[src/rtl/solar_scan_if.sv]
`default_nettype none
// +------------------------------------------------------------------------+
// | solar_scan_if                                                           |
// | Bundles the enable/clear controls, the shared-ADC handshake and the     |
// | published light-sensor readings of the solar tracker sequencer.         |
// | Revision: 1.0                                                           |
// +------------------------------------------------------------------------+
interface solar_scan_if;
    logic        en;
    logic        err_clr;
    logic        adc_done;
    logic [15:0] adc_data;
    logic [1:0]  adc_sel;
    logic        adc_start;
    logic [15:0] lsn;
    logic [15:0] lse;
    logic [15:0] lss;
    logic [15:0] lsw;
    logic        valid;
    logic        busy;
    logic        err;

    modport master (
        input  en, err_clr, adc_done, adc_data,
        output adc_sel, adc_start, lsn, lse, lss, lsw, valid, busy, err
    );

    modport slave (
        output en, err_clr, adc_done, adc_data,
        input  adc_sel, adc_start, lsn, lse, lss, lsw, valid, busy, err
    );
endinterface
`default_nettype wire

[src/rtl/solar_scan.sv]
`default_nettype none
// +------------------------------------------------------------------------+
// | solar_scan                                                              |
// | Periodic four-channel sweep of one shared ADC with settle delay,        |
// | conversion timeout and coherent publication of the four readings.       |
// | Revision: 1.0                                                           |
// +------------------------------------------------------------------------+
module solar_scan #(
    parameter int PERIOD  = 1000,
    parameter int SETTLE  = 4,
    parameter int TIMEOUT = 64
) (
    input  wire          clk,
    input  wire          rst,
    solar_scan_if.master bus
);

    localparam logic [15:0] c_PERIOD_M1 = 16'(PERIOD - 1);
    localparam logic [7:0]  c_SETTLE    = 8'(SETTLE);
    localparam logic [7:0]  c_SETTLE_M1 = 8'(SETTLE - 1);
    localparam logic [7:0]  c_TIMEOUT   = 8'(TIMEOUT);

    typedef enum logic [1:0] {
        S_IDLE    = 2'd0,
        S_SETTLE  = 2'd1,
        S_CONVERT = 2'd2,
        S_PUBLISH = 2'd3
    } state_t;

    state_t      r_state;
    state_t      w_state_nx;
    logic        r_run;
    logic [15:0] r_pcnt;
    logic        w_tick;
    logic [7:0]  r_scnt;
    logic [7:0]  w_scnt_nx;
    logic [7:0]  r_wcnt;
    logic [7:0]  w_wcnt_nx;
    logic [1:0]  r_sel;
    logic [1:0]  w_sel_nx;
    logic        r_start;
    logic        w_start_nx;
    logic        w_chan_go;
    logic        w_conv_go;
    logic        w_cap;
    logic        w_publish;
    logic        w_timeout;
    logic        r_busy;
    logic        r_valid;
    logic        r_err;
    logic [15:0] r_shadow [4];
    logic [15:0] r_lsn;
    logic [15:0] r_lse;
    logic [15:0] r_lss;
    logic [15:0] r_lsw;

    // r_run holds the counter at 0 for the first enabled edge, so the first
    // tick lands PERIOD cycles after that edge.
    always_ff @(posedge clk or negedge rst) begin
        if (!rst) begin
            r_run  <= 1'b0;
            r_pcnt <= 16'd0;
        end else begin
            r_run <= bus.en;
            if (!bus.en || !r_run || (r_pcnt == c_PERIOD_M1)) begin
                r_pcnt <= 16'd0;
            end else begin
                r_pcnt <= r_pcnt + 16'd1;
            end
        end
    end

    assign w_tick = bus.en && (r_pcnt == c_PERIOD_M1);

    always_comb begin
        w_state_nx = r_state;
        w_scnt_nx  = r_scnt;
        w_wcnt_nx  = r_wcnt;
        w_sel_nx   = r_sel;
        w_start_nx = 1'b0;
        w_chan_go  = 1'b0;
        w_conv_go  = 1'b0;
        w_cap      = 1'b0;
        w_publish  = 1'b0;
        w_timeout  = 1'b0;

        case (r_state)
            S_IDLE: begin
                if (w_tick) begin
                    w_sel_nx  = 2'd0;
                    w_chan_go = 1'b1;
                end
            end
            S_SETTLE: begin
                if (r_scnt == 8'd0) begin
                    w_conv_go = 1'b1;
                end else begin
                    w_scnt_nx = r_scnt - 8'd1;
                end
            end
            S_CONVERT: begin
                // r_wcnt == 0 is the start cycle, where a done is ignored.
                if ((r_wcnt != 8'd0) && bus.adc_done) begin
                    w_cap = 1'b1;
                    if (r_sel == 2'd3) begin
                        w_state_nx = S_PUBLISH;
                        w_publish  = 1'b1;
                    end else begin
                        w_sel_nx  = r_sel + 2'd1;
                        w_chan_go = 1'b1;
                    end
                end else if (r_wcnt == c_TIMEOUT) begin
                    w_timeout  = 1'b1;
                    w_state_nx = S_IDLE;
                    w_sel_nx   = 2'd0;
                end else begin
                    w_wcnt_nx = r_wcnt + 8'd1;
                end
            end
            S_PUBLISH: begin
                w_state_nx = S_IDLE;
            end
            default: begin
                w_state_nx = S_IDLE;
            end
        endcase

        if (w_chan_go) begin
            if (c_SETTLE == 8'd0) begin
                w_conv_go = 1'b1;
            end else begin
                w_state_nx = S_SETTLE;
                w_scnt_nx  = c_SETTLE_M1;
            end
        end

        if (w_conv_go) begin
            w_state_nx = S_CONVERT;
            w_start_nx = 1'b1;
            w_wcnt_nx  = 8'd0;
        end
    end

    always_ff @(posedge clk or negedge rst) begin
        if (!rst) begin
            r_state <= S_IDLE;
            r_scnt  <= 8'd0;
            r_wcnt  <= 8'd0;
            r_sel   <= 2'd0;
            r_start <= 1'b0;
            r_busy  <= 1'b0;
            r_valid <= 1'b0;
            r_err   <= 1'b0;
        end else begin
            r_state <= w_state_nx;
            r_scnt  <= w_scnt_nx;
            r_wcnt  <= w_wcnt_nx;
            r_sel   <= w_sel_nx;
            r_start <= w_start_nx;
            r_busy  <= (w_state_nx != S_IDLE);
            r_valid <= w_publish;
            r_err   <= w_timeout | (r_err & ~bus.err_clr);
        end
    end

    // The west reading bypasses its shadow so all four outputs and valid
    // appear together in the PUBLISH cycle.
    always_ff @(posedge clk or negedge rst) begin
        if (!rst) begin
            for (int i = 0; i < 4; i++) begin
                r_shadow[i] <= 16'd0;
            end
            r_lsn <= 16'd0;
            r_lse <= 16'd0;
            r_lss <= 16'd0;
            r_lsw <= 16'd0;
        end else begin
            if (w_cap) begin
                r_shadow[r_sel] <= bus.adc_data;
            end
            if (w_publish) begin
                r_lsn <= r_shadow[0];
                r_lse <= r_shadow[1];
                r_lss <= r_shadow[2];
                r_lsw <= bus.adc_data;
            end
        end
    end

    assign bus.adc_sel   = r_sel;
    assign bus.adc_start = r_start;
    assign bus.lsn       = r_lsn;
    assign bus.lse       = r_lse;
    assign bus.lss       = r_lss;
    assign bus.lsw       = r_lsw;
    assign bus.valid     = r_valid;
    assign bus.busy      = r_busy;
    assign bus.err       = r_err;

endmodule
`default_nettype wire

[src/flat_wrapper.sv]
// flat-port wrapper written by rule: the top's interface ports become plain ports
module solar_scan_flat 
#(
    parameter int PERIOD  = 1000,
    parameter int SETTLE  = 4,
    parameter int TIMEOUT = 64
)
  (clk, rst, bus_en, bus_err_clr, bus_adc_done, bus_adc_data, bus_adc_sel, bus_adc_start, bus_lsn, bus_lse, bus_lss, bus_lsw, bus_valid, bus_busy, bus_err);
  solar_scan_if bus_i ();
  input  wire clk;
  input  wire rst;
  input wire logic [$bits(bus_i.en)-1:0] bus_en;
  input wire logic [$bits(bus_i.err_clr)-1:0] bus_err_clr;
  input wire logic [$bits(bus_i.adc_done)-1:0] bus_adc_done;
  input wire logic [$bits(bus_i.adc_data)-1:0] bus_adc_data;
  output wire logic [$bits(bus_i.adc_sel)-1:0] bus_adc_sel;
  output wire logic [$bits(bus_i.adc_start)-1:0] bus_adc_start;
  output wire logic [$bits(bus_i.lsn)-1:0] bus_lsn;
  output wire logic [$bits(bus_i.lse)-1:0] bus_lse;
  output wire logic [$bits(bus_i.lss)-1:0] bus_lss;
  output wire logic [$bits(bus_i.lsw)-1:0] bus_lsw;
  output wire logic [$bits(bus_i.valid)-1:0] bus_valid;
  output wire logic [$bits(bus_i.busy)-1:0] bus_busy;
  output wire logic [$bits(bus_i.err)-1:0] bus_err;
  assign bus_i.en = bus_en;
  assign bus_i.err_clr = bus_err_clr;
  assign bus_i.adc_done = bus_adc_done;
  assign bus_i.adc_data = bus_adc_data;
  assign bus_adc_sel = bus_i.adc_sel;
  assign bus_adc_start = bus_i.adc_start;
  assign bus_lsn = bus_i.lsn;
  assign bus_lse = bus_i.lse;
  assign bus_lss = bus_i.lss;
  assign bus_lsw = bus_i.lsw;
  assign bus_valid = bus_i.valid;
  assign bus_busy = bus_i.busy;
  assign bus_err = bus_i.err;
  solar_scan #(.PERIOD(PERIOD), .SETTLE(SETTLE), .TIMEOUT(TIMEOUT)) u_core (.clk(clk), .rst(rst), .bus(bus_i));
endmodule
[config.mk]
export PLATFORM = sky130hd
export DESIGN_NAME = solar_scan_flat
export DESIGN_NICKNAME = d
export VERILOG_FILES = /design/src/rtl/solar_scan_if.sv /design/src/rtl/solar_scan.sv /design/src/flat_wrapper.sv
export SDC_FILE = /design/constraint.sdc
export NUM_CORES = 1
export LEC_CHECK = 0
export ABC_AREA = 1
export CAP_MARGIN = 20
export CORE_MARGIN = 2
export CORE_UTILIZATION = 55
export CTS_CLUSTER_SIZE = 25
export DETAILED_ROUTE_END_ITERATION = 7
export GPL_ROUTABILITY_DRIVEN = 0
export PLACE_DENSITY = 0.8
export RECOVER_POWER = 50
export SYNTH_ARGS = -nofsm -noshare
export SYNTH_HDL_FRONTEND = slang
export SYNTH_SLANG_ARGS = --single-unit
[constraint.sdc]
create_clock -name clk -period 2.14 [get_ports clk]
set_clock_uncertainty 0.05 [all_clocks]
set_input_delay 0.214 -clock clk [delete_from_list [all_inputs] [get_ports clk]]
set_output_delay 0.214 -clock clk [all_outputs]
set_load 0.005 [all_outputs]
# Yosys cells after proc, flatten, opt, wreduce, memory -nomap -nowiden
# Cells that the tools add are included.
totals:
  ff_bits: 169
  elab_cells: 94
  output_inout_bits: 70
  input_bits: 21
classes:
  eq_ne: 12
  magnitude_cmp: 2
  addsub: 4
  muxes: 37
  bitwise_logic: 4
  reduce_logical: 17
ops:
  columns: ["cell", "count"]
  rows:
  - ["bitwise mux 64 bit", 1]
  - ["two-way mux 8 bit", 7]
  - ["demux 16 bit (select 2 bit)", 1]
  - ["two-way mux 16 bit", 2]
  - ["two-way mux 2 bit", 9]
  - ["adder 16 x 1 -> 16 bit (second input constant)", 1]
  - ["== test 16 x 10 -> 1 bit (second input constant)", 1]
  - ["two-way mux 1 bit", 14]
  - ["adder 8 x 1 -> 8 bit (second input constant)", 1]
  - ["== test 8 x 7 -> 1 bit (second input constant)", 1]
  - ["zero test 8 bit", 1]
  - ["!= test 2 x 1 -> 1 bit (second input constant)", 4]
  - ["case mux 2 bit (2 select lines)", 2]
  - ["nonzero test 2 bit", 4]
  - ["nonzero test 8 bit", 1]
  - ["subtractor 8 x 1 -> 8 bit (second input constant)", 1]
  - ["== test 2 bit (second input constant)", 3]
  - ["AND reduction 4 bit", 1]
  - ["greater-or-equal comparator 3 bit (second input constant)", 1]
  - ["logical AND 1 bit", 3]
  - ["< comparator 3 x 1 -> 1 bit (second input constant)", 1]
  - ["!= test 3 x 1 -> 1 bit (second input constant)", 1]
  - ["!= test 3 bit (second input constant)", 1]
  - ["NOT 2 -> 3 bit", 1]
  - ["other kinds (11)", 13]

# Depth between registers and ports, before layout
# Gate-level depths: netlist of the first run.
depth:
  ltp_word: 7
  depth_mapped: 11

# Least setup slack after synthesis of the first run
# Ideal clock, no wire load.
synth_path:
  path_type: "register -> register"
  startpoint: "register u_core.r_wcnt[0]"
  endpoint: "register u_core.r_shadow[39] (netlist bit)"
  arrival_ns: 1.423
  required_ns: 1.969
  setup_slack_ns: 0.546
  stages_incl_launch_ff: 11
  synth_period_minus_slack_ns: 1.594
  path_cell_list: "dfrtp_1 inv_1 ha_1 nand3_2 nor2_4 nor2_8 nand2_4 inv_8 nand2_4 buf_6 o21ai_2"
synth_between:
  elab_chain_len: 4
synth_rtl:
  columns: ["item", "line", "rtl"]
  rows:
  - ["start, declared", "solar_scan.sv:37", "logic [7:0] r_wcnt;"]
  - ["start signal, assigned", "solar_scan.sv:157", "r_wcnt <= w_wcnt_nx;"]
  - ["nonzero test 8 bit", "solar_scan.sv:103", "if ((r_wcnt != 8'd0) && bus.adc_done) begin"]
  - ["logical AND 1 bit", "solar_scan.sv:103", null]
  - ["two-way mux 1 bit", "solar_scan.sv:103", null]
  - ["two-way mux 1 bit", "solar_scan.sv:87", "case (r_state)"]
  - ["end signal, assigned by index", "solar_scan.sv:179", "r_shadow[r_sel] <= bus.adc_data;"]
  - ["end, declared", "solar_scan.sv:51", "logic [15:0] r_shadow [4];"]
# Every way passes these cells.
# A chain may end at the register's enable or synchronous reset.

# Final worst setup path of the first run
layout_path:
  startpoint: "register u_core.r_wcnt[0]"
  endpoint: "register u_core.r_lsw[12], in the netlist u_core.bus.lsw[12]"
layout_between:
  elab_chain_len: 4
layout_rtl:
  columns: ["item", "line", "rtl"]
  rows:
  - ["nonzero test 8 bit", "solar_scan.sv:103", null]
  - ["logical AND 1 bit", "solar_scan.sv:103", null]
  - ["two-way mux 1 bit", "solar_scan.sv:103", null]
  - ["two-way mux 1 bit", "solar_scan.sv:87", null]
  - ["end signal, assigned", "solar_scan.sv:185", "r_lsw <= bus.adc_data;"]
  - ["end, declared", "solar_scan.sv:55", "logic [15:0] r_lsw;"]
# Every way passes these cells.

==> flow_summary.json, run 1 <==
{
  "reg2reg_slack_ns": 0.18,
  "syn_inst": 721,
  "seq_area_sq_mm": 0.003829,
  "cap_viol_max_count": 0,
  "syn_area_sq_mm": 0.006703,
  "yosysTopAreaCell": "dfrtp_1",
  "clkLatencyLatePin_ns": 0.42,
  "worst-setup-path-type": "flop to flop",
  "first_global_vias": 5204,
  "start_util_pct": 56.04,
  "synth_cell_types": 36,
  "ant_nets": 0,
  "cp_top_family": "simple AND/OR/NAND/NOR gates",
  "finalSetupViolCount": 0,
  "critical_path.cell_chain": "inv_1 -> ha_1 -> nand3_2 -> nor2_4 -> nor2_8 -> nand2_4 -> buf_12 -> nand2_1 -> o21ai_0",
  "io_buffers": 90,
  "die_h_um": 114.4,
  "nNetsFinal": 844,
  "cts-buffers-inserted": 17,
  "postCtsSetupBuffers": 0,
  "ios": 91,
  "crit_arrival_ns": 2.23,
  "drtIter0Drc": 422,
  "htree_levels": 4,
  "avgSynthCellArea_sq_um": 9.296,
  "async_reset_ff_share_pct": 100.0,
  "synth_warnings": 0,
  "final_hold_viol_count": 0,
  "yosys-top-cells-area": "dfrtp_1, nand2_1, o21ai_2",
  "cp_num_buf_inv": 2,
  "cts_buffer_depth": 2,
  "grt_max_degree": 60,
  "hpwl_mm": 9.840,
  "dpl_worst_slack_ns": 0.2117,
  "grt_pass1_wl_mm": 25.35,
  "drtPass1Iterations": 5,
  "num_rows": 40,
  "area_delta_synth_final_pct": 24.30,
  "nFillCells": 881,
  "synth.top_cell.area_share_pct": 57.12,
  "cp_max_fo": 37,
  "multiInputGateArea_sq_mm": 0.002442,
  "syn_nets": 751,
  "ys_seq_area_share_pct": 57.12,
  "min_period_over_period_pct": 91.75,
  "antenna_found_initial": 0,
  "power.total_mw": 6.200,
  "max_slew_margin_pct": 28.90,
  "post_drt_via_cell_ratio": 5.305,
  "ys_ff_latch": 153,
  "die_w_um": 114.4,
  "worstPathRequired_ns": 2.40,
  "cp_slowest_stage_delay_ns": 0.40,
  "cts_resized": 0,
  "setup_ws_ns": 0.1766,
  "status": "completed",
  "cp-start-kind": "flop",
  "overflow": 0,
  "synth_most_common_cell": "nand2_1",
  "p_per_area_mw_per_mm2": 744.1,
  "ys.flop_type": "dfrtp_1",
  "num_vias": 5167,
  "cp-end-kind": "flop",
  "p_leak_nw": 4.305,
  "drive_gt1_share_pct": 13.42,
  "routedWlPerCell_um": 15.45,
  "peakVddDrop_v": 0.0004313,
  "yosys-top-cells-count": "nand2_1, dfrtp_1, inv_1",
  "grtUsageTotal_pct": 24.86,
  "worstMarginPinSlew_ns": 1.066,
  "worstHoldPathType": "primary input to flop",
  "max_freq_mhz": 509.3,
  "cpMaxStageDelayCell": "dfrtp_1",
  "cts.sinks": 153,
  "tritoncts": "done",
  "root_buffer": "clkbuf_16",
  "cts_hold_buf": 1,
  "finalMaxSlewViolations": 0,
  "die_area_sq_mm": 0.01309,
  "clk_pin_slew_ns": 0.07,
  "tns_ns": 0,
  "synth_edf_count": 0,
  "antenna_cells": 0,
  "rsz0062_at_grt": "false",
  "drc": 0,
  "period_needed_ns": 1.963,
  "wl_mm": 15.04,
  "coreArea_sq_mm": 0.01196
}
## cell type report
type	instances	area share [%]
Clock inverter	11	1.892
Tap cell	147	2.208
Clock buffer	21	5.646
Sequential cell	153	45.95
Multi-Input combinational cell	482	29.31
Timing Repair Buffer	97	12.06
Inverter	63	2.928
## state kept, by name, indices dropped and copies added (netlist names)
register	count
u_core.r_run	1
u_core.bus.adc_sel	2
u_core.bus.valid	1
u_core.r_scnt	8
u_core.bus.lsn	16
u_core.bus.err	1
u_core.r_wcnt	8
u_core.bus.busy	1
u_core.r_state	2
u_core.r_pcnt	16
u_core.bus.lsw	16
u_core.r_shadow	48
u_core.bus.lss	16
u_core.bus.adc_start	1
u_core.bus.lse	16
## cell families (layout without fill, tap and decap cells)
group / after synthesis / in the layout / share of synthesized area [%]
AOI/OAI and AO/OA: 89 / 89 / 9.558
DFF: 153 / 153 / 57.12
and+or+nand+nor: 374 / 374 / 23.89
xor gates and xnor gates: 10 / 10 / 1.307
adders and majority gates: 9 / 9 / 1.680
buffers and inverters: 86 / 192 / 6.440
## through the flow
| step | instance area, sq um | instances | utilization, % | hold WS [ns] |
|---|---|---|---|---|
| final | 8332 | 974 | 69.65 | 0.3231 |
| after global routing | 8332 | 974 | 69.65 | 0.3344 |
| after CTS | 8353 | 974 | 69.83 | 0.2337 |
| after detailed placement | 7715 | 941 | 64.50 | 0.1078 |
| after global placement | 7715 | 941 | 64.50 | 0.1055 |
| after floorplan | 6703 | 721 | - | -0.1316 |
## where the power goes
| group | switching (mW) | internal (mW) | total [mW] |
|---|---|---|---|
| registers | 0.00161 | 2.90 | 2.90 |
| clock network | 1.21 | 1.95 | 3.15 |
| logic | 0.106 | 0.0428 | 0.149 |
## worst paths after layout
| path | endpoint | cells past startpoint | start |
|---|---|---|---|
| setup / recovery | u_core.bus.lsw[12] | 9 | u_core.r_wcnt[0] |
| hold / removal | u_core.bus.err | 2 | bus_err_clr |
| setup reg to reg | u_core.bus.lsw[12] | 9 | u_core.r_wcnt[0] |
| hold reg to reg | u_core.r_pcnt[0] | 1 | u_core.r_pcnt[0] |
| max in group asynchronous | u_core.r_shadow[46] | 3 | rst |
| min in group asynchronous | u_core.r_wcnt[1] | 2 | rst |
## per-layer routing
metal	vias to the layer above	GRT usage (%)	routed length (um)
met5	-	0	0
met4	0	9.675	349
met1	2524	33.64	6661
met3	32	5.453	605
li1	2471	-	-
met2	140	39.53	7427
## cells in the final DEF, fill, tap and decap left out, drive strengths merged
master	synthesis	layout
dlygate4sd3	0	33
xor2	9	9
o21ai	73	73
nand3	23	23
o32ai	1	1
nand4	10	10
clkinvlp	0	2
clkdlybuf4s50	0	57
bufinv	0	3
nand3b	1	1
ha	9	9
nand2	274	274
nor2	50	50
nor3b	3	3
clkbuf	0	22
a21oi	9	9
buf	23	6
xnor2	1	1
o21a	1	1
inv	63	66
clkinv	0	3
o21bai	3	3
dfrtp	153	153
o211ai	1	1
nor3	13	13
a211oi	1	1
No activity file was read; power rests on OpenSTA's default activity.
==> run 2: changes to the inputs <==
==> constraint.sdc (replaced) <==
create_clock -name clk -period 2.14 [get_ports clk]
set_clock_uncertainty 0.05 [all_clocks]
set_input_delay 0.428 -clock clk [delete_from_list [all_inputs] [get_ports clk]]
set_output_delay 0.428 -clock clk [all_outputs]
set_load 0.005 [all_outputs]
==> run 2 against run 1 <==
- cell count up 0.10%
- first-iteration DRC count is 30% lower
- sequential share of layout area grew 0.16 points
- flip-flop and latch count stayed put
- hold slack improved by 0.095 ns
- cell area fell by 0.35%
- non-clock buffer count increased by 1
- critical path depth is 1 higher
- combinational power is essentially flat
- via count increased by 2.6%
- largest power group unchanged
- highest routed layer unchanged
==> flow_summary.json, run 2 (synthesis results as in run 1) <==
{
  "status": "completed",
  "cap_viol_max_count": 0,
  "overflow": 0,
  "period_needed_ns": 1.974,
  "area_delta_synth_final_pct": 23.88,
  "reg2reg_slack_ns": 0.17,
  "cp-start-kind": "flop",
  "min_from": "u_core.r_pcnt[0]",
  "met2_usage_pct": 40.87,
  "layout_commonest_cell": "nand2_1",
  "drc": 0,
  "hold_slack_ns": 0.4178,
  "top_register": "u_core.r_shadow",
  "crit_path_frequent_cell": "nand2_4",
  "nNetsFinal": 845,
  "max_slew_margin_pct": 16.04,
  "final_cell_mix": "nand2_1, dfrtp_1, clkdlybuf4s50_1",
  "io_buffers": 90,
  "cp_slowest_stage_delay_ns": 0.40,
  "worstMarginPinSlew_ns": 1.259,
  "die_w_um": 114.4,
  "ios": 91,
  "num_rows": 40,
  "clkLatencyLatePin_ns": 0.42,
  "cts_buffer_depth": 2,
  "p_leak_nw": 4.202,
  "rr_worst_depth": 10,
  "cpMaxStageDelayCell": "dfrtp_1",
  "htree_levels": 4,
  "finalSetupViolCount": 0,
  "timing.rr.start": "u_core.r_wcnt[0]",
  "largest_reg_flops": 48,
  "num_vias": 5301,
  "worstPathRequired_ns": 2.43,
  "critical_path_depth": 10,
  "drtIter0Drc": 297,
  "hpwl_mm": 10.08,
  "worstHoldPathType": "flop to flop",
  "r2r-end": "u_core.r_shadow[56]",
  "postCtsSetupBuffers": 0,
  "nFillCells": 864,
  "wl_mm": 15.51,
  "rsz0062_at_grt": "false",
  "die_h_um": 114.4,
  "grt_max_degree": 81,
  "top_usage_layer": "met2",
  "drtPass1Iterations": 5,
  "die_area_sq_mm": 0.01309,
  "first_global_vias": 5370,
  "p_per_area_mw_per_mm2": 732.4,
  "max_freq_mhz": 506.7,
  "grt_util_met1_pct": 33.87,
  "ant_nets": 0,
  "finalMaxSlewViolations": 0,
  "peakVddDrop_v": 0.0004368,
  "clk_pin_slew_ns": 0.06,
  "cp_max_fo": 32,
  "tritoncts": "done",
  "cts-buffers-inserted": 17,
  "antenna_found_initial": 0,
  "cp_top_family": "simple AND/OR/NAND/NOR gates",
  "routedWlPerCell_um": 15.90,
  "drive_gt1_share_pct": 13.16,
  "start_util_pct": 56.04,
  "root_buffer": "clkbuf_16",
  "critical_path.cell_chain": "inv_1 -> ha_1 -> nand3_2 -> nor2_4 -> nor2_8 -> nand2_4 -> inv_8 -> nand2_4 -> nand2_1 -> o21ai_2",
  "grt_pass1_wl_mm": 25.90,
  "coreArea_sq_mm": 0.01196,
  "cp-end-kind": "flop",
  "cp_num_buf_inv": 2,
  "worst-setup-path-type": "flop to flop",
  "crit_arrival_ns": 2.27,
  "cts.sinks": 153,
  "crit_path_end": "u_core.r_shadow[56]",
  "critPathLaunch": "u_core.r_wcnt[0]",
  "tns_ns": 0,
  "post_drt_via_cell_ratio": 5.437,
  "grtUsageTotal_pct": 25.31,
  "min_period_over_period_pct": 92.22,
  "use_met3_pct": 5.664,
  "final_hold_viol_count": 0,
  "antenna_cells": 0
}
==> run 2: worst register-to-register path: cells and delay by family (launching register included) <==
family / cells / cell delay [ns]
compound gates: 1 / 0.08
fa+ha+maj: 1 / 0.20
buf+inv: 2 / 0.18
flops: 1 / 0.40
simple gates: 6 / 1.00
==> run 2: per-stage QoR <==
step / area, sq um / utilization, % / total power, mW / std cells / worst slack, ns
floorplan: 6703 / - / 2.983 / 721 / 0.5455
global placement: 7710 / 64.46 / 3.103 / 942 / 0.09808
detailed placement: 7710 / 64.46 / 3.107 / 942 / 0.04316
CTS: 8325 / 69.60 / 6.112 / 975 / 0.1433
global route: 8303 / 69.41 / 6.277 / 975 / 0.02533
finish: 8303 / 69.41 / 6.081 / 975 / 0.1664
==> run 2: layout make-up <==
| class | instances | area (sq um) | share of cell area (%) |
|---|---|---|---|
| clock inverter | 12 | 138.9 | 1.673 |
| multi-input combinational | 482 | 2449 | 29.49 |
| timing repair buffer | 98 | 992.2 | 11.95 |
| clock buffer | 20 | 466.7 | 5.621 |
| sequential | 153 | 3829 | 46.11 |
| tap | 147 | 183.9 | 2.215 |
| inverter | 63 | 244.0 | 2.939 |
==> run 2: worst min path at each step <==
stage                                        to  slack [ns]  cells past startpoint
after floorplan           u_core.bus.adc_sel[0]        0.08                      0
after global placement         u_core.r_wcnt[2]        0.35                      1
after detailed placement       u_core.r_wcnt[2]        0.35                      1
after CTS                      u_core.r_pcnt[0]        0.42                      1
after global routing          u_core.bus.lse[9]        0.44                      2
final                          u_core.r_pcnt[0]        0.42                      1
==> run 2: what timing repair did <==
action                                  CTS  global route
endpoints found under the hold margin    46             0
gates resized for setup                   0             1
hold buffers                              1             0
endpoints found under the setup margin    0             1
==> run 2: layer usage <==
metal  up-vias  wire length, um
met4         0              372
met1      2639             6705
met3        38              671
li1       2476                -
met5         -                0
met2       148             7757
==> run 2: where the power goes <==
part	total, mW	internal, mW	switching, mW	leakage (nW)
sequential	2.90	2.90	0.00149	2.08
clock	3.03	1.82	1.21	0.297
combinational	0.150	0.0436	0.107	1.82
total	6.08	4.76	1.32	4.20
